File: config.mk
export PLATFORM = sky130hd
export DESIGN_NAME = serial_link_arbiter
export DESIGN_NICKNAME = d
export VERILOG_FILES = /design/src/rtl/serdes_arb_pkg.sv /design/src/rtl/serial_link_arbiter_rr_picker.sv /design/src/rtl/serial_link_arbiter.sv
export SDC_FILE = /design/constraint.sdc
export NUM_CORES = 1
export LEC_CHECK = 0
export ABC_AREA = 1
export CAP_MARGIN = 30
export CORE_UTILIZATION = 30
export DETAILED_ROUTE_END_ITERATION = 10
export GPL_TIMING_DRIVEN = 0
export PLACE_DENSITY = 0.87
export SLEW_MARGIN = 20
export SYNTH_ARGS = -nofsm -noshare
export SYNTH_HDL_FRONTEND = slang
export SYNTH_SLANG_ARGS = --single-unit
File: constraint.sdc
create_clock -name clk -period 3.3 [get_ports clk]
set_input_delay 0.33 -clock clk [delete_from_list [all_inputs] [get_ports clk]]
set_output_delay 0.33 -clock clk [all_outputs]
set_load 0.005 [all_outputs]
File: src/rtl/serdes_arb_pkg.sv
// serdes_arb_pkg: shared state encoding and default widths for the serial link arbiter
package serdes_arb_pkg;
  typedef enum logic {IDLE, BURST} state_t;
  localparam int N_REQ_DEF = 4;
  localparam int N_SAMPLES_DEF = 8;
  localparam int REQ_W = $clog2(N_REQ_DEF);
  localparam int CNT_W = $clog2(N_SAMPLES_DEF);
endpackage

File: src/rtl/serial_link_arbiter_rr_picker.sv
// rr_picker: round-robin priority encoder (req, prio in; any, idx = first req at or after prio out)
module rr_picker #(
  parameter int N_REQ = 4,
  parameter int REQ_W = 2
) (
  input  logic [N_REQ-1:0] req,
  input  logic [REQ_W-1:0] prio,
  output logic             any,
  output logic [REQ_W-1:0] idx
);
  always_comb begin
    any = |req;
    idx = '0;
    for (int k = N_REQ - 1; k >= 0; k--)
      if (req[(int'(prio) + k) % N_REQ]) idx = REQ_W'((int'(prio) + k) % N_REQ);
  end
endmodule

File: src/rtl/serial_link_arbiter.sv
// serial_link_arbiter: atomic N_SAMPLES-word round-robin bursts from N_REQ channels onto one link (clk, reset, recv_msg/val/rdy in, send_msg/val/rdy/src/last out)
module serial_link_arbiter
  import serdes_arb_pkg::*;
#(
  parameter int BIT_WIDTH = 32,
  parameter int N_REQ = N_REQ_DEF,
  parameter int N_SAMPLES = N_SAMPLES_DEF
) (
  input  logic                         clk,
  input  logic                         reset,
  input  logic [N_REQ*BIT_WIDTH-1:0]   recv_msg,
  input  logic [N_REQ-1:0]             recv_val,
  output logic [N_REQ-1:0]             recv_rdy,
  output logic [BIT_WIDTH-1:0]         send_msg,
  output logic                         send_val,
  input  logic                         send_rdy,
  output logic [$clog2(N_REQ)-1:0]     send_src,
  output logic                         send_last
);
  localparam int GW = $clog2(N_REQ);
  localparam int CW = $clog2(N_SAMPLES);
  state_t state, state_nx;
  logic [GW-1:0] grant, grant_nx, prio, prio_nx, pick;
  logic [CW-1:0] count, count_nx;
  logic any, busy, xfer, term;
  rr_picker #(.N_REQ(N_REQ), .REQ_W(GW)) u_pick (
    .req (recv_val),
    .prio(prio),
    .any (any),
    .idx (pick)
  );
  always_ff @(posedge clk or negedge reset)
    if (!reset) begin
      state <= IDLE;
      grant <= '0;
      prio  <= '0;
      count <= '0;
    end else begin
      state <= state_nx;
      grant <= grant_nx;
      prio  <= prio_nx;
      count <= count_nx;
    end
  always_comb begin
    busy      = state == BURST;
    send_msg  = recv_msg[int'(grant)*BIT_WIDTH +: BIT_WIDTH];
    send_src  = grant;
    send_val  = busy & recv_val[grant];
    xfer      = send_val & send_rdy;
    term      = count == CW'(N_SAMPLES - 1);
    send_last = term & send_val;
    recv_rdy  = (busy & send_rdy) ? N_REQ'(1) << grant : '0;
    state_nx  = state;
    grant_nx  = grant;
    prio_nx   = prio;
    count_nx  = count;
    if (!busy && any) begin
      state_nx = BURST;
      grant_nx = pick;
      count_nx = '0;
    end else if (xfer) begin
      count_nx = term ? '0 : count + 1'b1;
      if (term) begin
        state_nx = IDLE;
        prio_nx  = grant == GW'(N_REQ - 1) ? '0 : grant + 1'b1;
      end
    end
  end
endmodule

==> results of run 1 <==
-- worst max path at each step --
| stage | start | endpoint | cells after the start |
|---|---|---|---|
| 6_report | send_src[1]$_DFFE_PN0P_ | recv_rdy[1] | 6 |
| 5_1_grt | send_src[1]$_DFFE_PN0P_ | send_msg[5] | 5 |
| 4_1_cts | send_src[1]$_DFFE_PN0P_ | recv_rdy[1] | 6 |
| 3_5_place_dp | send_src[1]$_DFFE_PN0P_ | recv_rdy[1] | 6 |
| 3_3_place_gp | send_src[1]$_DFFE_PN0P_ | recv_rdy[0] | 6 |
| 2_1_floorplan | send_src[0]$_DFFE_PN0P_ | recv_rdy[0] | 6 |
-- power by group --
| group | switching [mW] | internal [mW] | leakage (nW) |
|---|---|---|---|
| logic | 1.02 | 1.05 | 1.28 |
| registers | 0.0558 | 0.136 | 0.0970 |
| clock network | 0.0388 | 0.0791 | 0.0216 |
| total | 1.11 | 1.27 | 1.40 |
-- metal layers --
layer | wire length (um) | up-vias | global-route usage, %
met5 | 0 | - | 0
met4 | 254 | 0 | 10.0
met3 | 722 | 26 | 6.45
met2 | 4120 | 124 | 50.2
met1 | 3220 | 1189 | 31.9
li1 | - | 1335 | -
-- cell usage after synthesis --
master,number,area (um^2)
dfrtp_1,8,200
nand3_1,10,50.1
ha_1,6,75.1
inv_2,5,18.8
buf_2,12,60.1
o21ai_0,51,255
nor2_2,1,6.26
nand2_4,1,11.3
nand2_1,41,154
a21oi_2,1,8.76
a21oi_1,3,15.0
o22ai_1,32,200
inv_1,12,45.0
a31oi_2,1,12.5
o21ai_1,13,65.1
o21ai_2,3,26.3
nor2_1,78,293
clkbuf_1,8,30.0
a21oi_4,1,16.3
buf_4,1,7.51
-- sequential cells by signal, indices dropped and copies added (netlist names) --
signal / flops
send_src: 2
count: 3
prio: 2
busy: 1
-- cells by family (layout without fill, tap and decap cells) --
group,count (synthesis),in the layout,synth area share [%]
buffers and inverters,38,215,10.4
adders and majority gates,6,6,4.84
and+or+nand+nor,131,131,33.2
DFF,8,8,12.9
AOI/OAI and AO/OA,105,105,38.7
-- metrics by stage --
stage	utilization, %	std cells	instance area [um^2]	setup WS, ns
floorplan	-	288	1550	1.76
global placement	69.6	529	3380	1.03
detailed placement	69.6	529	3380	1.03
CTS	70.5	532	3420	0.790
global route	70.5	532	3420	0.594
finish	70.5	532	3420	0.786
-- cells in the final DEF, fill, tap and decap left out --
master	n
clkdlybuf4s50_1	174
nor2_1	78
o21ai_0	51
nand2_1	41
o22ai_1	32
o21ai_1	13
buf_2	12
inv_1	12
nand3_1	10
clkbuf_1	8
dfrtp_1	8
ha_1	6
inv_2	5
o21ai_2	3
a21oi_1	3
clkbuf_8	3
a21oi_2	1
a31oi_2	1
a21oi_4	1
nor2_2	1
buf_4	1
nand2_4	1
-- final cells by class --
class,count,share of cell area [%]
inverter,17,1.87
tap,67,2.45
sequential,8,5.86
buffer,21,2.86
multi-input combinational,242,34.8
clock buffer,3,1.21
timing repair buffer,174,51.0
==> flow_summary.toml, run 1 <==
[timing]
final.setup.tns_ns = 0
period_share_pct = 76.2
timing.hold.ws_ns = 0.383
tightestPinTransition_ns = 0.467
finalHoldViolCount = 0
fin_crit_ns = 2.51
skew_ns = 0.00164
slew_headroom_pct = 68.9
rsz0062_at_grt = "false"
final_max_slew_viol_count = 0
fmax_ghz = 0.398
setup-violations-final = 0

[cts]
hold_buffers = 0
clkTransAtPathRegs_ns = 0.04
cts-root-buf = "clkbuf_8"
ctsLongestPathBuffers = 2
cts_tree = "yes"
post_cts_buffers = 0
insertion_delay_ns = 0.23
h-tree-depth = 1
cts_sinks = 8
numCtsBuffers = 3
cts.repair.resized = 0

[drt]
wire_per_inst_um = 15.6
dr.pass1.iters = 5
ant_nets = 0
num_vias = 2674
drc_errors = 0
drt-vias-per-instance = 5.03
drt_iter0_drc = 100
wirelength_um = 8320

[yosys]
netlist_area_um2 = 1550
synth-seq-cells = 8
ys_seq_area_share_pct = 12.9
syn_area_per_cell_um2 = 5.38
syn_inst = 288
yosysWarnings = 0
syn_nets = 429
synth_cell_types = 20

[critical_path]
crit_buf_inv = 4
r2r_start = "send_src[1]$_DFFE_PN0P_"
cp_cell_sequence = "inv_2 -> clkbuf_1 -> ha_1 -> inv_1 -> nor2_1 -> clkdlybuf4s50_1"
crit_required_ns = 2.97
crit_family = "buffers and inverters"
r2r_slack_ns = 1.64
critical_path_arrival_ns = 2.18
end_kind = "output port"
path_class = "reg -> out"
critPathSlowestCell = "clkdlybuf4s50_1"
reg2reg_depth = 5
start_kind = "register"
r2r_end = "prio[1]$_DFFE_PN0P_"
crit_fanout = 11
max_stage_delay_ns = 0.52

[flow_run]
maxCapViolCount = 0

[final_layout]
fill_cells = 437
multi_input_area_um2 = 1190
drive_above_1_share_pct = 6.24
nets = 608
num_antenna_cells = 0
area_delta_synth_final_pct = 120
seq_area_um2 = 200

[floorplan]
die_area_um2 = 5460
die_height_um = 73.9
die_x_um = 73.9
io_pins = 175
row_count = 25
core_um2 = 4850
initial_core_util_pct = 32.0

[placement]
place_congestion = 0.965
portBuffers = 174
dpl.hpwl_um = 6570

[status]
status = "completed"

[global_route]
overflow = 0
grt_pass1_wl_um = 11700
grt_antenna_before_repair = 0
grt_pass1_vias = 2386
grt_max_degree = 12
grt_usage_pct = 27.9

[power_and_ir_drop]
ir_worst_vdd_mv = 0.456
p_leak_nw = 1.40
total_power_mw = 2.38
p_per_area_nw_per_um2 = 698

[hold_path]
min_path_type = "in -> async"
(Power assumes the default switching activity.)
==> run 2, diff against run 1 <==
--- a/config.mk
+++ b/config.mk
@@ -7,10 +7,10 @@
 export LEC_CHECK = 0
 export ABC_AREA = 1
 export CAP_MARGIN = 30
-export CORE_UTILIZATION = 30
+export CORE_UTILIZATION = 28
 export DETAILED_ROUTE_END_ITERATION = 10
 export GPL_TIMING_DRIVEN = 0
-export PLACE_DENSITY = 0.87
+export PLACE_DENSITY = 0.82
 export SLEW_MARGIN = 20
 export SYNTH_ARGS = -nofsm -noshare
 export SYNTH_HDL_FRONTEND = slang
==> constraint.sdc (replaced) <==
create_clock -name clk -period 2.57 [get_ports clk]
set_input_delay 0.257 -clock clk [delete_from_list [all_inputs] [get_ports clk]]
set_output_delay 0.257 -clock clk [all_outputs]
set_load 0.005 [all_outputs]
==> run 2 against run 1 <==
Via count rose by 1.0%. Hold slack got worse by 0.075 ns. Setup slack got worse by 0.64 ns. Largest power group unchanged. Highest routed layer unchanged.
==> flow_summary.toml, run 2 (synthesis gave the netlist of run 1 again) <==
[timing]
fmax_ghz = 0.412
tightestPinTransition_ns = 0.437
period_share_pct = 94.4
setup-violations-final = 0
slew_headroom_pct = 70.9
fin_crit_ns = 2.43
final.setup.tns_ns = 0
skew_ns = 0.000241
rsz0062_at_grt = "false"
final_max_slew_viol_count = 0
finalHoldViolCount = 0
timing.hold.ws_ns = 0.308

[final_layout]
nets = 608
largest_register_ffs = 3
most-common-layout-cells = "clkdlybuf4s50_1, nor2_1, o21ai_0, nand2_1, o22ai_1"
design_area_um2 = 3430
num_antenna_cells = 0
fill_cells = 471
regMostFlops = "count"
drive_above_1_share_pct = 6.88
layout_commonest_cell = "clkdlybuf4s50_1"
area_delta_synth_final_pct = 121

[critical_path]
reg2reg_depth = 6
crit_fanout = 11
cp_cell_sequence = "inv_2 -> buf_2 -> clkbuf_4 -> ha_1 -> inv_1 -> nor2_1 -> clkdlybuf4s50_1"
critPathSlowestCell = "clkdlybuf4s50_1"
start_kind = "register"
crit_required_ns = 2.31
critical_path_arrival_ns = 2.17
crit_buf_inv = 5
path_depth = 7
path_class = "reg -> out"
end_kind = "output port"
crit_family = "buffers and inverters"
r2r_end = "prio[1]$_DFFE_PN0P_"
r2r_start = "send_src[0]$_DFFE_PN0P_"
r2r_slack_ns = 0.98
max_stage_delay_ns = 0.53

[power_and_ir_drop]
ir_worst_vdd_mv = 0.615
clockPowerShare_pct = 4.9
seqPwrFrac_pct = 8.4
p_comb_share_pct = 86.7
p_sw_share_pct = 46.1
p_int_mw = 1.64
p_leak_nw = 1.41
total_power_mw = 3.04
p_per_area_nw_per_um2 = 887
power_switching_mw = 1.40

[floorplan]
die_height_um = 76.4
die_x_um = 76.4
io_pins = 175
row_count = 26
core_um2 = 5200
die_area_um2 = 5840
initial_core_util_pct = 29.8

[global_route]
grt_pass1_vias = 2744
grt_usage_pct = 26.4
grt_antenna_before_repair = 0
grt_pass1_wl_um = 12800
overflow = 0
grt_max_degree = 12

[drt]
wirelength_um = 7610
wire_per_inst_um = 14.2
drc_errors = 0
drt-vias-per-instance = 5.05
num_vias = 2701
dr.pass1.iters = 4
drt_iter0_drc = 72
ant_nets = 0

[cts]
cts-root-buf = "clkbuf_8"
insertion_delay_ns = 0.23
numCtsBuffers = 3
ctsLongestPathBuffers = 2
cts_tree = "yes"
clkTransAtPathRegs_ns = 0.04
h-tree-depth = 1
cts_sinks = 8

[placement]
place_congestion = 0.838
portBuffers = 174
placed_area_um2 = 3380
dpl.hpwl_um = 6000

[status]
status = "completed"

[flow_run]
maxCapViolCount = 0

[hold_path]
min_path_type = "in -> async"
[run 2: cell types whose count changed in the layout (fill, tap and decap cells not counted), sizes merged]
cell and change:
buf -1, clkbuf +1
[run 2: repair_timing]
item,in CTS,in global routing
gates resized for setup,0,6
hold buffers,0,0
endpoints found under the setup margin,0,12
hold endpoints to repair,0,0
buffers inserted,0,0
[run 2: worst max-delay path by stage]
stage                   end               startpoint  slack (ns)
2_1_floorplan   recv_rdy[0]  send_src[0]$_DFFE_PN0P_        1.10
3_3_place_gp    recv_rdy[0]  send_src[1]$_DFFE_PN0P_        0.33
3_5_place_dp    recv_rdy[0]  send_src[1]$_DFFE_PN0P_        0.25
4_1_cts         recv_rdy[0]  send_src[1]$_DFFE_PN0P_       0.005
5_1_grt        send_msg[27]  send_src[1]$_DFFE_PN0P_        0.02
6_report        recv_rdy[0]  send_src[0]$_DFFE_PN0P_        0.14
[run 2: metal layers]
layer	wire, um	global-route usage (%)	share of wire, %	vias to the layer above
met5	0	0	0	-
met4	146	7.12	1.9	0
met3	638	6.71	8.4	16
met2	3720	48.4	49	128
met1	3100	29.8	41	1221
li1	-	-	-	1336
[run 2: area by class of cell]
cell class / instances / area, um^2 / area share, %
clock buffers: 3 / 41.3 / 1.20
repair buffers: 174 / 1740 / 50.8
multi-input cells: 242 / 1190 / 34.7
inverters: 17 / 63.8 / 1.86
flip-flops and latches: 8 / 201 / 5.88
well taps: 70 / 87.6 / 2.56
plain buffers: 21 / 103 / 2.99
[run 2: through the flow]
stage                     util [%]  instances  worst slack [ns]
final                         65.8        535             0.143
after global routing          65.8        535            0.0179
after CTS                     65.7        535           0.00533
after detailed placement      64.9        532             0.249
after global placement        64.9        532             0.332
after floorplan                  -        288              1.10
[run 2: power groups by stage]
stage	sequential, mW	combinational [mW]	clock, mW
6_report	0.254	2.64	0.149
5_1_grt	0.266	2.92	0.160
4_1_cts	0.253	2.64	0.154
3_5_place_dp	0.252	2.62	0
3_3_place_gp	0.253	2.57	0
2_1_floorplan	0.228	1.30	0
==> run 3, diff against run 2 <==
--- a/config.mk
+++ b/config.mk
@@ -10,8 +10,9 @@
 export CORE_UTILIZATION = 28
 export DETAILED_ROUTE_END_ITERATION = 10
 export GPL_TIMING_DRIVEN = 0
-export PLACE_DENSITY = 0.82
+export PLACE_DENSITY = 0.88
 export SLEW_MARGIN = 20
 export SYNTH_ARGS = -nofsm -noshare
 export SYNTH_HDL_FRONTEND = slang
 export SYNTH_SLANG_ARGS = --single-unit
+export TNS_END_PERCENT = 30
==> run 3 against run 2 <==
Sequential share of layout area barely moved. Sequential power down 2%. Setup slack worse by 0.010 ns. Clock skew grew 0.0026 ns. Register-to-register slack got worse by 0.03 ns. Via count shrank 0.56%. Hold slack better by 0.0015 ns. Final area about the same.
==> flow_summary.toml, run 3 (synthesis gave the netlist of run 1 again) <==
[floorplan]
die_height_um = 76.4
row_count = 26
die_area_um2 = 5840
die_x_um = 76.4
initial_core_util_pct = 29.8
io_pins = 175
core_um2 = 5200

[critical_path]
end_kind = "output port"
start_kind = "register"
crit_fanout = 10
path_class = "reg -> out"
crit_required_ns = 2.31
critical_path_arrival_ns = 2.18

[drt]
ant_nets = 0
wire_per_inst_um = 14.7
drc_errors = 0
drt-vias-per-instance = 5.02
drt_iter0_drc = 102
wirelength_um = 7850
dr.pass1.iters = 4
num_vias = 2686

[global_route]
grt_use_met2_pct = 48.2
overflow = 0
grt_util_met3_pct = 3.35
grt_usage_pct = 25.8
grt_busiest_layer = "met2"
grt_antenna_before_repair = 0
grt_max_degree = 12
met1_usage_pct = 31.2
grt_pass1_vias = 2588
grt_pass1_wl_um = 12400

[placement]
placed_area_um2 = 3380
place_congestion = 0.857
portBuffers = 174
dpl.hpwl_um = 6230
dp_cells = 532

[hold_path]
min_path_type = "in -> async"

[power_and_ir_drop]
p_leak_nw = 1.41
p_per_area_nw_per_um2 = 896
ir_worst_vdd_mv = 0.495
total_power_mw = 3.07

[timing]
fin_crit_ns = 2.44
timing.hold.ws_ns = 0.310
fmax_ghz = 0.410
skew_ns = 0.00283
final.setup.tns_ns = 0
period_share_pct = 94.8
tightestPinTransition_ns = 0.442
slew_headroom_pct = 70.6
setup-violations-final = 0
rsz0062_at_grt = "true"
final_max_slew_viol_count = 0
finalHoldViolCount = 0

[final_layout]
nets = 608
drive_above_1_share_pct = 6.88
stdcell_count = 535
most-common-layout-cells = "clkdlybuf4s50_1, nor2_1, o21ai_0, nand2_1, o22ai_1"
design_area_um2 = 3430
layout_commonest_cell = "clkdlybuf4s50_1"
largest_register_ffs = 3
fill_cells = 492
area_delta_synth_final_pct = 121
num_antenna_cells = 0
regMostFlops = "count"

[cts]
cts_sinks = 8
clkTransAtPathRegs_ns = 0.04
numCtsBuffers = 3
ctsLongestPathBuffers = 2
cts_tree = "yes"
insertion_delay_ns = 0.23
hold_buffers = 0
h-tree-depth = 1
cts.repair.resized = 0
cts-root-buf = "clkbuf_8"
post_cts_buffers = 0

[flow_run]
maxCapViolCount = 0

[status]
status = "completed"
## run 3: cell types whose count changed in the layout (fill, tap and decap cells not counted)
cell	previous run	this run
clkbuf_4	1	2
clkbuf_2	2	3
dfrtp_2	1	0
buf_2	11	10
dfrtp_1	7	8
clkbuf_1	6	5
## run 3: path summary, 6_finish.rpt
check                                              from              endpoint  slack [ns]  cells after the start
worst max register to register  send_src[0]$_DFFE_PN0P_   prio[1]$_DFFE_PN0P_        0.95                      6
worst max-delay path            send_src[0]$_DFFE_PN0P_          send_msg[18]        0.13                      6
worst min-delay path                              reset   prio[1]$_DFFE_PN0P_        0.31                      1
max in group asynchronous                         reset  count[0]$_DFFE_PN0P_        2.00                      1
worst min register to register     count[1]$_DFFE_PN0P_  count[1]$_DFFE_PN0P_        0.48                      2
min in group clk                   count[1]$_DFFE_PN0P_  count[1]$_DFFE_PN0P_        0.48                      2
## run 3: final cells by class
type	instances	area, um^2	area share [%]
multi-input combinational	242	1190	34.7
clock buffer	3	41.3	1.20
tap	70	87.6	2.55
timing repair buffer	174	1740	50.8
inverter	17	63.8	1.86
sequential	8	200	5.84
buffer	21	106	3.10
## run 3: metal layers
layer	vias to the layer above	wire (um)
met5	-	0
met4	0	142
met3	15	573
met2	133	3820
met1	1197	3300
li1	1341	-
## run 3: through the flow
stage | util, % | worst slack (ns)
after floorplan | - | 1.10
after global routing | 65.9 | -0.00413
after detailed placement | 64.9 | 0.297
final | 65.9 | 0.133
after CTS | 65.7 | 0.0524
after global placement | 64.9 | 0.355
## run 3: power by group
| group | switching (mW) | leakage, nW | internal (mW) |
|---|---|---|---|
| Clock | 0.0466 | 0.0216 | 0.101 |
| Sequential | 0.0752 | 0.0970 | 0.175 |
| Combinational | 1.31 | 1.29 | 1.37 |
## run 3: critical path: stages, from the launching register on
cell and delay [ns]:
dfrtp_1 0.48, inv_2 0.15, buf_2 0.22, buf_2 0.26, nor2_1 0.06, o22ai_1 0.20, clkdlybuf4s50_1 0.57
